===== config.mk =====
export PLATFORM = sky130hd
export DESIGN_NAME = storage_rr_scheduler_flat
export DESIGN_NICKNAME = d
export VERILOG_FILES = /design/src/rtl/storage_rr_scheduler_if.sv /design/src/rtl/storage_rr_scheduler.sv /design/src/flat_wrapper.sv
export SDC_FILE = /design/constraint.sdc
export NUM_CORES = 1
export LEC_CHECK = 0
export CAP_MARGIN = 30
export CELL_PAD_IN_SITES_DETAIL_PLACEMENT = 1
export CELL_PAD_IN_SITES_GLOBAL_PLACEMENT = 2
export CORE_AREA = 2 2 98 100
export CTS_BUF_LIST = sky130_fd_sc_hd__clkbuf_8
export DETAILED_ROUTE_END_ITERATION = 8
export DIE_AREA = 0 0 100 102
export HOLD_SLACK_MARGIN = 0.06
export PLACE_DENSITY = 0.72
export SLEW_MARGIN = 10
export SYNTH_ARGS = -nofsm -noshare
export SYNTH_HDL_FRONTEND = slang
export SYNTH_SLANG_ARGS = --single-unit

===== constraint.sdc =====
create_clock -name clk -period 2.3 [get_ports clk]
set_input_delay 0.46 -clock clk [delete_from_list [all_inputs] [get_ports clk]]
set_output_delay 0.46 -clock clk [all_outputs]
set_load 0.02 [all_outputs]

===== src/rtl/storage_rr_scheduler_if.sv =====
// Bus between the four storage_control requesters, the round-robin scheduler
// and the storage memory port.
// slave  = scheduler side, master = requester/memory side.
interface storage_rr_scheduler_if #(
    parameter int ADDR_W = 8
);
    logic [3:0]              req;
    logic [4*(4+ADDR_W)-1:0] number_and_addr;
    logic [3:0]              grant;
    logic                    mem_ce;
    logic [ADDR_W-1:0]       mem_addr;
    logic [3:0]              mem_id;
    logic                    txn_done;
    logic [3:0]              done;
    logic                    timeout_err;
    logic                    busy;

    modport slave (
        input  req, number_and_addr, txn_done,
        output grant, mem_ce, mem_addr, mem_id, done, timeout_err, busy
    );

    modport master (
        output req, number_and_addr, txn_done,
        input  grant, mem_ce, mem_addr, mem_id, done, timeout_err, busy
    );
endinterface


===== src/rtl/storage_rr_scheduler.sv =====
// Round-robin scheduler sharing one storage port between four requesters.
// Each transaction runs IDLE -> ISSUE -> WAIT -> RELEASE. A watchdog in WAIT
// aborts a hung access after TIMEOUT cycles.
// Optional statistics counters are enabled by defining STORAGE_SCHED_STATS_EN.
module storage_rr_scheduler #(
    parameter int ADDR_W  = 8,
    parameter int TIMEOUT = 64,
    parameter int TO_W    = 8
) (
    input  logic                     clk,
    input  logic                     rst,
    storage_rr_scheduler_if.slave    bus
`ifdef STORAGE_SCHED_STATS_EN
    ,
    input  logic                     stats_clr,
    output logic [63:0]              grant_cnt,
    output logic [7:0]               timeout_cnt
`endif
);
    localparam int WORD_W = 4 + ADDR_W;
    localparam logic [TO_W-1:0] TO_LAST = TO_W'(TIMEOUT - 1);

    typedef enum logic [1:0] {
        S_IDLE,
        S_ISSUE,
        S_WAIT,
        S_RELEASE
    } state_t;

    state_t            r_state;
    state_t            w_nextState;
    logic [1:0]        r_ptr;
    logic [1:0]        r_win;
    logic [3:0]        r_grant;
    logic [ADDR_W-1:0] r_memAddr;
    logic [3:0]        r_memId;
    logic [TO_W-1:0]   r_wd;
    logic              r_success;

    logic [WORD_W-1:0] w_words [4];
    logic [7:0]        w_reqTwice;
    logic [3:0]        w_rot;
    logic [1:0]        w_off;
    logic [1:0]        w_winIdx;
    logic              w_reqAny;
    logic              w_wdExpired;

    // Split the packed request words and pick the first requester at or after the pointer
    always_comb begin
        for (int k = 0; k < 4; k++) begin
            w_words[k] = bus.number_and_addr[k*WORD_W +: WORD_W];
        end
        w_reqAny   = |bus.req;
        w_reqTwice = {bus.req, bus.req} >> r_ptr;
        w_rot      = w_reqTwice[3:0];
        w_off      = 2'd0;
        for (int k = 3; k >= 0; k--) begin
            if (w_rot[k]) begin
                w_off = 2'(k);
            end
        end
        w_winIdx    = r_ptr + w_off;
        w_wdExpired = (r_wd == TO_LAST);
    end

    // State register
    always_ff @(posedge clk or posedge rst) begin
        if (rst) begin
            r_state <= S_IDLE;
        end else begin
            r_state <= w_nextState;
        end
    end

    // Next-state logic; a completion in the final watchdog cycle still counts as success
    always_comb begin
        w_nextState = r_state;
        case (r_state)
            S_IDLE:    if (w_reqAny) w_nextState = S_ISSUE;
            S_ISSUE:   w_nextState = S_WAIT;
            S_WAIT:    if (bus.txn_done || w_wdExpired) w_nextState = S_RELEASE;
            S_RELEASE: w_nextState = S_IDLE;
            default:   w_nextState = S_IDLE;
        endcase
    end

    // Grant/address latching, watchdog and pointer rotation
    always_ff @(posedge clk or posedge rst) begin
        if (rst) begin
            r_ptr     <= 2'd0;
            r_win     <= 2'd0;
            r_grant   <= 4'd0;
            r_memAddr <= '0;
            r_memId   <= 4'd0;
            r_wd      <= '0;
            r_success <= 1'b0;
        end else begin
            case (r_state)
                S_IDLE: begin
                    if (w_reqAny) begin
                        r_grant   <= 4'b0001 << w_winIdx;
                        r_win     <= w_winIdx;
                        r_memAddr <= w_words[w_winIdx][ADDR_W-1:0];
                        r_memId   <= w_words[w_winIdx][WORD_W-1:ADDR_W];
                    end
                end
                S_ISSUE: begin
                    r_wd <= '0;
                end
                S_WAIT: begin
                    if (bus.txn_done) begin
                        r_success <= 1'b1;
                    end else if (w_wdExpired) begin
                        r_success <= 1'b0;
                    end else begin
                        r_wd <= r_wd + 1'b1;
                    end
                end
                S_RELEASE: begin
                    r_grant <= 4'd0;
                    r_ptr   <= r_win + 2'd1;
                end
                default: ;
            endcase
        end
    end

    // Outputs decoded purely from registered state
    always_comb begin
        bus.grant       = r_grant;
        bus.mem_ce      = (r_state == S_ISSUE);
        bus.mem_addr    = r_memAddr;
        bus.mem_id      = r_memId;
        bus.done        = (r_state == S_RELEASE && r_success) ? r_grant : 4'd0;
        bus.timeout_err = (r_state == S_RELEASE) && !r_success;
        bus.busy        = (r_state != S_IDLE);
    end

`ifdef STORAGE_SCHED_STATS_EN
    logic [15:0] r_grantCnt [4];
    logic [7:0]  r_timeoutCnt;

    // Saturating per-requester grant counts and timeout count; clear beats increment
    always_ff @(posedge clk or posedge rst) begin
        if (rst) begin
            for (int k = 0; k < 4; k++) begin
                r_grantCnt[k] <= 16'd0;
            end
            r_timeoutCnt <= 8'd0;
        end else if (stats_clr) begin
            for (int k = 0; k < 4; k++) begin
                r_grantCnt[k] <= 16'd0;
            end
            r_timeoutCnt <= 8'd0;
        end else begin
            if (r_state == S_ISSUE && r_grantCnt[r_win] != 16'hFFFF) begin
                r_grantCnt[r_win] <= r_grantCnt[r_win] + 16'd1;
            end
            if (r_state == S_RELEASE && !r_success && r_timeoutCnt != 8'hFF) begin
                r_timeoutCnt <= r_timeoutCnt + 8'd1;
            end
        end
    end

    // Flatten the counters onto the output buses
    always_comb begin
        for (int k = 0; k < 4; k++) begin
            grant_cnt[k*16 +: 16] = r_grantCnt[k];
        end
        timeout_cnt = r_timeoutCnt;
    end
`endif
endmodule


===== src/flat_wrapper.sv =====
// flat-port wrapper written by rule: the top's interface ports become plain ports
module storage_rr_scheduler_flat 
#(
    parameter int ADDR_W  = 8,
    parameter int TIMEOUT = 64,
    parameter int TO_W    = 8
)
  (clk, rst, bus_req, bus_number_and_addr, bus_txn_done, bus_grant, bus_mem_ce, bus_mem_addr, bus_mem_id, bus_done, bus_timeout_err, bus_busy);
  storage_rr_scheduler_if #(.ADDR_W(ADDR_W)) bus_i ();
  input  logic clk;
  input  logic rst;
  input wire logic [$bits(bus_i.req)-1:0] bus_req;
  input wire logic [$bits(bus_i.number_and_addr)-1:0] bus_number_and_addr;
  input wire logic [$bits(bus_i.txn_done)-1:0] bus_txn_done;
  output wire logic [$bits(bus_i.grant)-1:0] bus_grant;
  output wire logic [$bits(bus_i.mem_ce)-1:0] bus_mem_ce;
  output wire logic [$bits(bus_i.mem_addr)-1:0] bus_mem_addr;
  output wire logic [$bits(bus_i.mem_id)-1:0] bus_mem_id;
  output wire logic [$bits(bus_i.done)-1:0] bus_done;
  output wire logic [$bits(bus_i.timeout_err)-1:0] bus_timeout_err;
  output wire logic [$bits(bus_i.busy)-1:0] bus_busy;
  assign bus_i.req = bus_req;
  assign bus_i.number_and_addr = bus_number_and_addr;
  assign bus_i.txn_done = bus_txn_done;
  assign bus_grant = bus_i.grant;
  assign bus_mem_ce = bus_i.mem_ce;
  assign bus_mem_addr = bus_i.mem_addr;
  assign bus_mem_id = bus_i.mem_id;
  assign bus_done = bus_i.done;
  assign bus_timeout_err = bus_i.timeout_err;
  assign bus_busy = bus_i.busy;
  storage_rr_scheduler #(.ADDR_W(ADDR_W), .TIMEOUT(TIMEOUT), .TO_W(TO_W)) u_core (.clk(clk), .rst(rst), .bus(bus_i));
endmodule

# Word level (Yosys, flattened, before mapping)
# Index checks and enable logic that the tools add are counted.
[word_totals] reg_bits=31 output_inout_bits=23 word_cells=56
[classes] add_sub_neg=3 n_lt_le_gt_ge=1 eq_ne=8 shifts=2 muxes=18 n_bitwise=1 reduce_logical=15
[op_table] operator="binary-select mux 12 bit (select 2 bit)" n=1
[op_table] operator="2-to-1 mux 12 bit" n=2
[op_table] operator="2-to-1 mux 8 bit" n=2
[op_table] operator="case mux 8 bit (2 select lines)" n=1
[op_table] operator="2-to-1 mux 2 bit" n=6
[op_table] operator="adder 8 x 1 -> 8 bit (second input constant)" n=1
[op_table] operator="== test 8 x 6 -> 1 bit (second input constant)" n=1
[op_table] operator="2-to-1 mux 4 bit" n=2
[op_table] operator="case mux 2 bit (4 select lines)" n=1
[op_table] operator="case mux 4 bit (2 select lines)" n=1
[op_table] operator="AND reduction 2 bit" n=4
[op_table] operator="nonzero test 2 bit" n=4
[op_table] operator=">> shifter 8 x 2 -> 4 bit" n=1
[op_table] operator="== test 2 bit (second input constant)" n=2
[op_table] operator="!= test 2 x 1 -> 1 bit (second input constant)" n=2
[op_table] operator="!= test 2 bit (second input constant)" n=2
[op_table] operator="OR reduction 4 bit" n=1
[op_table] operator="left shift 1 x 2 -> 4 bit (first input constant)" n=1
[op_table] operator="greater-or-equal comparator 3 bit (second input constant)" n=1
[op_table] operator="inverter 2 -> 3 bit" n=1
[op_table] operator="AND reduction 3 bit" n=1
[op_table] operator="adder 2 x 1 -> 2 bit (second input constant)" n=1
[op_table] operator="adder 2 bit" n=1
[op_table] operator="== test 2 x 1 -> 1 bit (second input constant)" n=1
[op_table] operator="5 further kinds" n=7

# Depth between registers and ports, before layout
[depth] ltp_word=10 mapped_depth=13

# Worst setup path before layout
# OpenSTA, ideal clock, no wires.
[synth_path] kind="input to register" start="in bus_req[1]" end="reg u_core.r_memAddr[3] (netlist: u_core.bus.mem_addr[3])" setup_time_ps=126 arrival_time_ps=2505 slack_ps=-331 stages=12 n_path_buf=3 cell_sequence="buf_6 -> inv_1 -> o21ai_0 -> a21oi_1 -> a21oi_1 -> a21oi_1 -> ha_1 -> buf_2 -> buf_1 -> mux2i_1 -> nor2_1 -> a221o_1"
[synth_via] elab_chain_len=10
[synth_lines] item="start: declaration" line_no="flat_wrapper.sv:12" text="input wire logic [$bits(bus_i.req)-1:0] bus_req;"
[synth_lines] item=">> shifter 8 x 2 -> 4 bit *" line_no="storage_rr_scheduler.sv:54" text="w_reqTwice = {bus.req, bus.req} >> r_ptr;"
[synth_lines] item="2-to-1 mux 2 bit (3 in series)" line_no="storage_rr_scheduler.sv:58" text="if (w_rot[k]) begin"
[synth_lines] item="2-to-1 mux 2 bit *" line_no="storage_rr_scheduler.sv:58"
[synth_lines] item="adder 2 bit *" line_no="storage_rr_scheduler.sv:62" text="w_winIdx = r_ptr + w_off;"
[synth_lines] item="net u_core.w_winIdx[0]" line_no="storage_rr_scheduler.sv:44" text="logic [1:0] w_winIdx;"
[synth_lines] item="inverter 2 -> 3 bit (not written as such) *" line_no="storage_rr_scheduler.sv:103" text="r_memAddr <= w_words[w_winIdx][ADDR_W-1:0];"
[synth_lines] item="binary-select mux 12 bit (select 2 bit) *" line_no="storage_rr_scheduler.sv:103"
[synth_lines] item="2-to-1 mux 12 bit (not written as such) * (2 in series)" line_no="storage_rr_scheduler.sv:103"
[synth_lines] item="end signal: assignment" line_no="storage_rr_scheduler.sv:103"
[synth_lines] item="end: declaration" line_no="storage_rr_scheduler.sv:35" text="logic [ADDR_W-1:0] r_memAddr;"
# Mark *: on every way through the listed nets, which the timed path passes. The rest lies on a longest branch. The select of a mux whose other input is x is not followed.
# A chain may end at the register's enable or synchronous reset.

# Final worst setup path
[layout_path] start="in bus_req[3]" end="reg u_core.r_memAddr[3] (netlist: u_core.bus.mem_addr[3])"
[layout_via] elab_chain_len=10
[layout_lines] item=">> shifter 8 x 2 -> 4 bit" line_no="storage_rr_scheduler.sv:54"
[layout_lines] item="2-to-1 mux 2 bit (4 in series)" line_no="storage_rr_scheduler.sv:58"
[layout_lines] item="adder 2 bit" line_no="storage_rr_scheduler.sv:62"
[layout_lines] item="inverter 2 -> 3 bit (not written as such)" line_no="storage_rr_scheduler.sv:103"
[layout_lines] item="binary-select mux 12 bit (select 2 bit)" line_no="storage_rr_scheduler.sv:103"
[layout_lines] item="2-to-1 mux 12 bit (not written as such) (2 in series)" line_no="storage_rr_scheduler.sv:103"
# Parallel ways exist; a longest one is shown, timed or not. The select of a mux whose other input is x is not followed.

==> results.cfg <==
[power]
power_switching_share = 0.400
p_int_w = 0.00296
p_leak_nw = 1.45
p_seq_frac = 0.184
p_clk_frac = 0.114
p_switching_w = 0.00197
irDropWorstVdd_v = 0.000475
p_per_area_nw_per_um2 = 1470
p_comb_frac = 0.701

[yosys]
synth_compound_area_frac = 0.150
syn_avg_cell_area_um2 = 9.16
yosysSeqAreaShare = 0.380
synth_top_family_by_area = simple AND/OR/NAND/NOR gates
ys_types = 36
yosys.area.top_type = dfrtp_1
synthArstFlopShare = 1.00
synth.area.top_cells = dfrtp_1 38%, mux2i_1 13%, a221o_1 5.9%
synth_xor_area_frac = 0.0214
yosysTopAreaCellShare = 0.380
syn-instance-count = 223
yosysWarnings = 0
yosysMostFrequentCell = dfrtp_1
yosys-top-cells-count = 31 x dfrtp_1, 26 x mux2i_1, 24 x nor2_1
syn-num-nets = 285
mappedNetlistArea_um2 = 2040
synthAdderAreaFrac = 0.0429
synth_edf_count = 0
synth_flop_cell = dfrtp_1
synth_mux_area_frac = 0.127
synth_simple_gate_area_frac = 0.219
ys_ff_latch = 31

[layout]
syn2layout_area_growth_pct = 64.4
filler_cell_count = 1051
diodes = 0
drive_gt1_frac = 0.162
fin_cells = 432
stdcell_area_um2 = 3360
num-nets-final = 382

[timing]
period_needed_ps = 2200
skew_ps = 3.88
rsz0062_at_grt = false
finalHoldViolations = 0
fmax_ghz = 0.454
drv_slew = 0
slew_headroom = 0.727
fin_crit_sh = 0.958
tightest_slew_ps = 410
finalSetupViolations = 0

[global_route]
grt_busiest_layer = met2
antenna_found_initial = 0
grtUsageTotal = 0.135
overflow = 0
grt_util_met3 = 0.0253
grt_pass1_vias = 2181
grtUsageMet1 = 0.177
grt_max_degree = 38
use_met2 = 0.228
grt_first_pass_wirelength_um = 11000

[clocking]
numCtsBuffers = 5
cts_root_buffer = clkbuf_8
cts_sinks = 31
path_clk_slew_ps = 70
cts_max_level = 2
insertion_delay_ps = 280
clk_path_buf_depth = 2
cts_tree = done

[critical_path]
slowest_delay_ps = 310
setup.worst_path.class = in -> reg
cp_common_cell = a21oi_2
end_kind = register
cp_slowest_cell = a221o_1
cp.required_ps = 2470
cp.arrival_ps = 2370
startpoint_type = input port
cp_max_fo = 5
crit_chain = clkdlybuf4s15_1, nor2b_4, a21oi_2, nor2_1, a211oi_2, a21oi_2, ha_4, xnor2_2, and4_4, or2_4, buf_6, a221o_1

[die]
die_x_um = 100
die_h_um = 102
dieArea_um2 = 10200
pin_count = 78
row_count = 35
core_area_um2 = 9110
start_util = 0.224

[placed_design]
place_area_um2 = 3050
place.gp.congestion = 0.742
numPortBuffers = 77
detailedPlacementHpwl_um = 4650
place_inst = 417

[run]
max_cap_viol_count = 0

[routing]
drcViolationCount = 0
viasPerCell = 4.71
drt_iter0_drc = 51
via_count = 2036
routed_wl_um = 6470
firstDrtPassIters = 4
wl_per_cell_um = 15.0
antenna_left = 0

[run_status]
status = finished clean

[worst_hold_path]
hold_class = reg -> reg
## metal layers
layer  part of all wire  vias up  wire, um
met1               0.47      969      3030
met3              0.053        4       340
li1                   -     1006         -
met2               0.47       57      3040
met4             0.0094        0        61
met5                  0        -         0
## cells in the final DEF (no fill, tap or decap), types with 2 or more instances in the layout
cell type / count
a21oi_2: 2
xnor2_1: 3
nand2b_1: 3
and3b_1: 2
nand4_1: 2
and3_1: 6
dfrtp_1: 31
buf_12: 2
a21oi_1: 12
o21ai_1: 7
nand2_1: 15
nor3b_1: 6
clkdlybuf4s50_1: 73
ha_1: 5
a221o_1: 12
mux2i_1: 23
inv_1: 6
nand3_1: 2
buf_4: 15
o31ai_1: 2
o21ai_0: 7
buf_6: 9
nor3_1: 2
nor4_1: 13
buf_16: 3
nor2b_1: 4
mux2i_2: 3
clkbuf_8: 6
nor2_1: 24
## kinds of logic after synthesis
family / after synthesis
flops: 31
mux: 26
buf+inv: 23
simple gates: 85
fa+ha+maj: 7
xor+xnor: 5
compound gates: 46
## sequential cells by signal, summed over array words and instances, names as in the netlist
register / flops
u_core.r_win: 2
u_core.r_state: 2
u_core.r_success: 1
u_core.bus.mem_id: 4
u_core.r_wd: 8
u_core.bus.mem_addr: 8
u_core.bus.grant: 4
u_core.r_ptr: 2
## path summary, 6_finish.rpt
| check | startpoint | end | slack, ps | cells after the start |
|---|---|---|---|---|
| worst max-delay path | bus_req[3] | u_core.bus.mem_addr[3] | 100 | 12 |
| worst min-delay path | u_core.r_wd[4] | u_core.r_wd[4] | 490 | 1 |
| worst max register to register | u_core.r_ptr[1] | u_core.bus.mem_addr[3] | 110 | 11 |
| worst min register to register | u_core.r_wd[4] | u_core.r_wd[4] | 490 | 1 |
| max in group asynchronous | rst | u_core.r_wd[5] | 1440 | 3 |
| min in group asynchronous | rst | u_core.bus.mem_id[1] | 570 | 3 |
## power by group through the flow
stage / combinational [W] / sequential, W / clock [W]
floorplan: 0.00168 / 0.00103 / 0
global placement: 0.00274 / 0.000909 / 0
detailed placement: 0.00278 / 0.000914 / 0
CTS: 0.00343 / 0.000911 / 0.000582
global route: 0.00377 / 0.000944 / 0.000607
finish: 0.00346 / 0.000910 / 0.000564
## stage by stage
step / hold slack, ps / setup TNS, ps / power, W / worst slack (ps) / util
4_1_cts: 486 / 0 / 0.00492 / 7.89 / 0.365
5_1_grt: 519 / 0 / 0.00532 / 3.43 / 0.369
2_1_floorplan: 444 / 0 / 0.00271 / 11.8 / -
6_report: 490 / 0 / 0.00494 / 97.4 / 0.369
3_3_place_gp: 463 / -8410 / 0.00365 / -551 / 0.335
3_5_place_dp: 476 / -8270 / 0.00369 / -540 / 0.335
## worst max-delay path: cells and delay by family
kind            cells  cell delay [ps]
fa+ha+maj           1              170
buf+inv             2              330
simple gates        4              640
compound gates      4              640
xor+xnor            1              130
## repair_timing
item / 4_1_cts / 5_1_grt
hold buffers: 0 / 0
endpoints found under the setup margin: 17 / 17
gates cloned: 3 / 0
buffers inserted: 4 / 0
resized for setup: 25 / 9
pin swaps: 6 / 3
## final cells by class
| type | count | area [um2] | area share |
|---|---|---|---|
| multi-input cells | 169 | 1200 | 0.358 |
| repair buffers | 106 | 1100 | 0.326 |
| flip-flops and latches | 31 | 776 | 0.231 |
| well taps | 111 | 139 | 0.0414 |
| clock buffers | 6 | 82.6 | 0.0246 |
| clock inverters | 2 | 35.0 | 0.0104 |
| inverters | 7 | 26.3 | 0.00783 |
Note: power is estimated with default switching activity, not from simulation.
